**config.mk**
```make
export PLATFORM = sky130hd
export DESIGN_NAME = wb_pwm_nch
export DESIGN_NICKNAME = d
export VERILOG_FILES = /design/src/rtl/wb_pwm_nch.sv
export SDC_FILE = /design/constraint.sdc
export NUM_CORES = 1
export LEC_CHECK = 0
export BUFFER_PORTS_ARGS = -buffer_cell sky130_fd_sc_hd__buf_2
export CORE_ASPECT_RATIO = 1.2
export CORE_MARGIN = 8
export CORE_UTILIZATION = 35
export CTS_CLUSTER_SIZE = 24
export DETAILED_ROUTE_END_ITERATION = 8
export GPL_ROUTABILITY_DRIVEN = 1
export GPL_TIMING_DRIVEN = 1
export PLACE_DENSITY = 0.5
export SYNTH_ARGS = -nofsm -noshare
export SYNTH_HDL_FRONTEND = slang
export SYNTH_SLANG_ARGS = --single-unit
```
**constraint.sdc**
```tcl
create_clock -name clk -period 6 [get_ports clk]
set_input_delay 0.6 -clock clk [delete_from_list [all_inputs] [get_ports clk]]
set_output_delay 0.6 -clock clk [all_outputs]
set_load 0.02 [all_outputs]
```
**src/rtl/wb_pwm_nch.sv**
```systemverilog
// N-channel Wishbone PWM slave: prescaled shared timebase, per-channel duty/polarity/enable,
// shadowed period and duty that reload at period wrap, and a period-end interrupt.
module wb_pwm_nch #(
  parameter int unsigned CHANNELS = 4,
  parameter int unsigned CNT_W    = 16,
  parameter int unsigned PRESC_W  = 16
) (
  input  logic                clk,
  input  logic                reset,
  input  logic [31:0]         wb_adr_i,
  input  logic [31:0]         wb_dat_i,
  output logic [31:0]         wb_dat_o,
  input  logic                wb_stb_i,
  input  logic                wb_cyc_i,
  input  logic                wb_we_i,
  input  logic [3:0]          wb_sel_i,
  output logic                wb_ack_o,
  output logic                intr,
  output logic [CHANNELS-1:0] pwm_o
);

  localparam logic [5:0] AdrCtrl   = 6'd0;
  localparam logic [5:0] AdrStatus = 6'd1;
  localparam logic [5:0] AdrPresc  = 6'd2;
  localparam logic [5:0] AdrPeriod = 6'd3;
  localparam logic [5:0] AdrPol    = 6'd4;
  localparam logic [5:0] AdrChen   = 6'd5;
  localparam logic [5:0] AdrDuty   = 6'd16;

  logic [5:0]          idx;
  logic                access;
  logic                wr;
  logic                en_rise;
  logic                clr_pend;
  logic                tick;
  logic                wrap;
  logic [31:0]         rdata;
  logic [CHANNELS-1:0] raw;

  logic                en;
  logic                irq_en;
  logic                pend;
  logic [PRESC_W-1:0]  presc;
  logic [PRESC_W-1:0]  pcnt;
  logic [CNT_W-1:0]    period;
  logic [CNT_W-1:0]    per_sh;
  logic [CNT_W-1:0]    cnt;
  logic [CHANNELS-1:0] pol;
  logic [CHANNELS-1:0] chen;
  logic [CNT_W-1:0]    duty    [CHANNELS];
  logic [CNT_W-1:0]    duty_sh [CHANNELS];

  // Byte lanes and undecoded address bits have no function.
  logic unused_bits;
  assign unused_bits = ^{wb_sel_i, wb_adr_i[31:8], wb_adr_i[1:0], wb_dat_i};

  assign idx      = wb_adr_i[7:2];
  assign access   = wb_stb_i & wb_cyc_i & ~wb_ack_o;
  assign wr       = access & wb_we_i;
  assign en_rise  = wr && (idx == AdrCtrl) && wb_dat_i[0] && !en;
  assign clr_pend = wr && (idx == AdrStatus) && wb_dat_i[0];
  assign tick     = en && (pcnt == presc);
  assign wrap     = tick && (cnt == per_sh);

  always_comb begin
    rdata = '0;
    case (idx)
      AdrCtrl:   rdata[1:0] = {irq_en, en};
      AdrStatus: rdata[0] = pend;
      AdrPresc:  rdata[PRESC_W-1:0] = presc;
      AdrPeriod: rdata[CNT_W-1:0] = period;
      AdrPol:    rdata[CHANNELS-1:0] = pol;
      AdrChen:   rdata[CHANNELS-1:0] = chen;
      default:   ;
    endcase
    for (int i = 0; i < int'(CHANNELS); i++) begin
      if (idx == AdrDuty + 6'(i)) begin
        rdata[CNT_W-1:0] = duty[i];
      end
    end
  end

  always_comb begin
    raw = '0;
    for (int i = 0; i < int'(CHANNELS); i++) begin
      raw[i] = (cnt < duty_sh[i]);
    end
  end

  // Bus interface and software-visible registers.
  always_ff @(posedge clk) begin
    if (reset) begin
      wb_ack_o <= 1'b0;
      wb_dat_o <= '0;
      en       <= 1'b0;
      irq_en   <= 1'b0;
      presc    <= '0;
      period   <= '0;
      pol      <= '0;
      chen     <= '0;
      for (int i = 0; i < int'(CHANNELS); i++) begin
        duty[i] <= '0;
      end
    end else begin
      wb_ack_o <= access;
      wb_dat_o <= (access && !wb_we_i) ? rdata : 32'b0;
      if (wr) begin
        case (idx)
          AdrCtrl: begin
            en     <= wb_dat_i[0];
            irq_en <= wb_dat_i[1];
          end
          AdrPresc:  presc  <= wb_dat_i[PRESC_W-1:0];
          AdrPeriod: period <= wb_dat_i[CNT_W-1:0];
          AdrPol:    pol    <= wb_dat_i[CHANNELS-1:0];
          AdrChen:   chen   <= wb_dat_i[CHANNELS-1:0];
          default:   ;
        endcase
        for (int i = 0; i < int'(CHANNELS); i++) begin
          if (idx == AdrDuty + 6'(i)) begin
            duty[i] <= wb_dat_i[CNT_W-1:0];
          end
        end
      end
    end
  end

  always_ff @(posedge clk) begin
    if (reset || !en) begin
      pcnt <= '0;
      cnt  <= '0;
    end else if (tick) begin
      pcnt <= '0;
      cnt  <= wrap ? '0 : cnt + CNT_W'(1);
    end else begin
      pcnt <= pcnt + PRESC_W'(1);
    end
  end

  // Shadows also load on enable so the first period uses the freshly written values.
  always_ff @(posedge clk) begin
    if (reset) begin
      per_sh <= '0;
      for (int i = 0; i < int'(CHANNELS); i++) begin
        duty_sh[i] <= '0;
      end
    end else if (wrap || en_rise) begin
      per_sh <= period;
      for (int i = 0; i < int'(CHANNELS); i++) begin
        duty_sh[i] <= duty[i];
      end
    end
  end

  // A wrap in the same cycle as a clear keeps PEND set.
  always_ff @(posedge clk) begin
    if (reset) begin
      pend <= 1'b0;
      intr <= 1'b0;
    end else begin
      if (wrap) begin
        pend <= 1'b1;
      end else if (clr_pend) begin
        pend <= 1'b0;
      end
      intr <= pend & irq_en;
    end
  end

  always_ff @(posedge clk) begin
    if (reset) begin
      pwm_o <= '0;
    end else begin
      for (int i = 0; i < int'(CHANNELS); i++) begin
        pwm_o[i] <= (en && chen[i]) ? (raw[i] ^ pol[i]) : pol[i];
      end
    end
  end

endmodule

```
==> parameters.txt <==
Parameter                              Value

Timing
  Endpoints failing setup ... 0
  Number of hold violations in the final report ... 0
  Slew of the pin with the lowest slew margin ... 1120 ps
  Final max-slew violation count ... 0
  Tcrit/Tclk final ... 0.593
  Minimum period implied by the final worst setup slack ... 3560 ps
  Post-route worst setup slack ... 2440 ps
  RSZ-0062 raised after global routing ... false
  Max transition margin ... 0.253
  Clock tree skew after final layout ... 15.3 ps
  Max Freq ... 281 MHz
  Total Negative Setup Slacks ... 0 ps
  Worst hold-check slack ... 323 ps

Clocking
  Post-CTS setup repair buffer count ... 0
  CTS Buffer Depth ... 3
  CTS Hold Buffers Added ... 0
  Clk sink count ... 241
  CTS Buf Count ... 26
  CTS clock-pin slew for the worst setup and hold paths ... 60 ps
  Maximum level of the CTS H-tree ... 1
  Root buffer cell ... clkbuf_16
  Later-pin clock latency in the skew report ... 550 ps
  Post-CTS sizing ... 0
  CTS tree ... done

Detailed routing
  Post-DR vias/cell ... 5.15
  Routed via count ... 8263
  Total wire length after detailed routing ... 33500 um
  Number of routed nets with antenna violations ... 0
  Post-route DRC violation count ... 0
  Wire length per cell ... 20.9 um
  First-iteration detailed-routing DRC count ... 705
  Number of iterations in the first detailed-routing pass ... 7

Placement
  Gp weighted congestion ... 0.849
  Post-detail-place hpwl ... 24200 um
  Worst setup slack after placement ... 2230 ps
  Port buffer count ... 48
  Count of placed standard cells including taps ... 1557
  Placed Instance Area ... 12400 um2

GRT
  Global-route wire length before repair ... 50300 um
  Largest net degree at the start of global routing ... 65
  Global router's overall resource usage ... 0.165
  Congestion Overflow GR ... 0
  Antenna violations before repair ... 0
  Vias in the first global route ... 8157

Yosys
  Library cell occupying the most area in the post-synthesis netlist ... edfxtp_1
  Most numerous cell in the Yosys netlist ... edfxtp_1
  Synthesis Warnings ... 0
  Post-synth top flop ... edfxtp_1
  Number of unique standard cell types used by synthesis ... 74
  Area contributors post-synth ... edfxtp_1 32%, dfxtp_1 19%, ha_1 6.5%
  Syn Area/Cell ... 10.8 um2
  Number of standard cells after synthesis ... 1099
  Synth top cells by count ... 128 x edfxtp_1, 113 x dfxtp_1, 70 x and2_1
  Register bit total from synthesis ... 241
  Share of flip-flops with an asynchronous set or reset ... 0
  Yosys top cell area share ... 0.323
  Cell area after synthesis ... 11900 um2
  Sequential area share after synthesis ... 0.513
  Number of flops mapped to enable cells by yosys ... 128

Die
  Die outline width ... 184 um
  Die span in y ... 218 um
  # IOs ... 111
  Core area ... 33800 um2
  Row count ... 74
  Effective utilization at floorplan ... 0.352
  Die ar. ... 40200 um2

Worst hold path
  Beginning of the worst hold path ... wb_cyc_i
  Tightest Hold Check Type ... input pin to flop

Setup path
  Worst-case register-to-register setup slack ... 2440 ps
  Source of the worst register-to-register timing path ... cnt[0]$_SDFFE_PP0P_
  Worst r2r path cells ... 7
  CP Launch Type ... flop
  Start point of the critical path ... cnt[0]$_SDFFE_PP0P_
  Critical path required time ... 6230 ps
  Category of the critical setup timing path ... flop to flop
  CP Capture Point ... duty_sh[3][1]$_SDFFCE_PN0P_
  Arrival time reported for the critical path endpoint ... 3790 ps
  Crit end category ... flop
  Endpoint of the worst-slack reg-to-reg timing path ... duty_sh[3][1]$_SDFFCE_PN0P_
  Highest fanout seen on the critical path ... 45

Pwr
  Net switching power ... 0.786 mW
  Sequential group share of total power ... 0.503
  Internal Dissipation ... 2.76 mW
  Post-layout total power ... 3.54 mW
  Pwr/cell area ... 266 nW/um2
  Logic pwr share ... 0.036
  Worst supply voltage drop on vdd ... 0.189 mV
  Total leakage power ... 4.97 nW
  Switching share of power ... 0.222
  Clk network pwr share ... 0.461

Final layout
  Post-layout net count ... 1264
  Layout overhead on the synthesized area ... 12.0%
  Final standard cell area without fillers ... 13300 um2
  Util after Layout ... 0.394
  Diodes inserted ... 0
  Share of post-route cells with drive strength above 1 ... 0.115
  Post-Layout Cell Count ... 1605

Job
  Max-cap violations ... 0

Run status
  Run status ... finished clean
==> placed cells by master, fill, tap and decap left out, types with 4 or more instances in the layout <==
cell,instances
a21o_1,12
nand2b_1,6
or3_1,6
nor4_1,5
and2_1,70
or4_1,9
clkbuf_8,4
buf_4,17
nand4_1,22
nand3_1,20
o31ai_1,8
o21a_1,4
mux2i_1,21
and3_1,4
o21ai_0,21
nor3b_1,66
a31oi_1,11
clkbuf_16,27
buf_2,47
nand2_1,64
mux2_2,7
edfxtp_1,128
ha_1,62
conb_1,16
xor2_1,30
a22o_1,17
a211oi_1,5
a22oi_1,36
a21oi_1,54
nor2_1,66
and4_1,4
inv_1,65
clkbuf_1,5
nor3_1,7
xnor2_1,16
nor2b_1,6
o2111ai_1,4
dfxtp_1,113
clkinv_2,4
==> layout make-up <==
type	instances	area (um2)
inverter	66	248
clock buffer	36	749
fill	3316	20500
timing repair buffer	64	363
sequential	241	6110
tap	456	571
multi-input combinational	730	5160
clock inverter	12	116
==> worst min path at each step <==
stage                                     end  slack [ps]  depth (start not counted)
after floorplan               intr$_SDFF_PP0_         420                          2
after global routing      wb_ack_o$_SDFF_PP0_         330                          3
final                     wb_ack_o$_SDFF_PP0_         320                          3
after detailed placement      intr$_SDFF_PP0_         450                          2
after global placement        intr$_SDFF_PP0_         450                          2
after CTS                 wb_ack_o$_SDFF_PP0_         300                          3
==> power groups by stage <==
stage / combinational (mW) / clock (mW) / sequential (mW)
2_1_floorplan: 0.0865 / 0 / 1.81
3_3_place_gp: 0.127 / 0 / 1.82
3_5_place_dp: 0.128 / 0 / 1.82
4_1_cts: 0.128 / 1.67 / 1.78
5_1_grt: 0.138 / 1.73 / 1.79
6_report: 0.127 / 1.63 / 1.78
==> critical path, stage by stage, from the launching register on <==
cell      delay [ps]
dfxtp_1          580
xor2_1           220
nor4_2           430
and4_1           470
a311oi_4         140
buf_4            230
inv_2            710
buf_4            420
==> routing by layer <==
metal | wire [um] | track usage
met1 | 15200 | 0.219
met2 | 15700 | 0.272
met3 | 1710 | 0.0217
met4 | 866 | 0.0547
met5 | 0 | 0
==> registers in the layout, indices dropped and copies added, names as in the netlist <==
register	flops
duty	64
cnt	16
pol	4
duty_sh	64
wb_ack_o	1
per_sh	16
en	1
irq_en	1
chen	4
period	16
intr	1
wb_dat_o	16
pwm_o	4
pcnt	16
presc	16
pend	1
==> cell families (layout without fill, tap and decap cells) <==
logic type | after synthesis | in the layout | share of synthesized area
flip-flops | 241 | 241 | 0.513
buffers and inverters | 143 | 178 | 0.0580
AO/OA/AOI/OAI | 200 | 200 | 0.119
adder cells (fa/ha/maj) | 62 | 62 | 0.0652
other | 1 | 16 | 0.000315
XOR/XNOR | 46 | 46 | 0.0339
multiplexers | 29 | 29 | 0.0262
AND/OR/NAND/NOR | 377 | 377 | 0.184
Power figures use the tool's default switching activity.
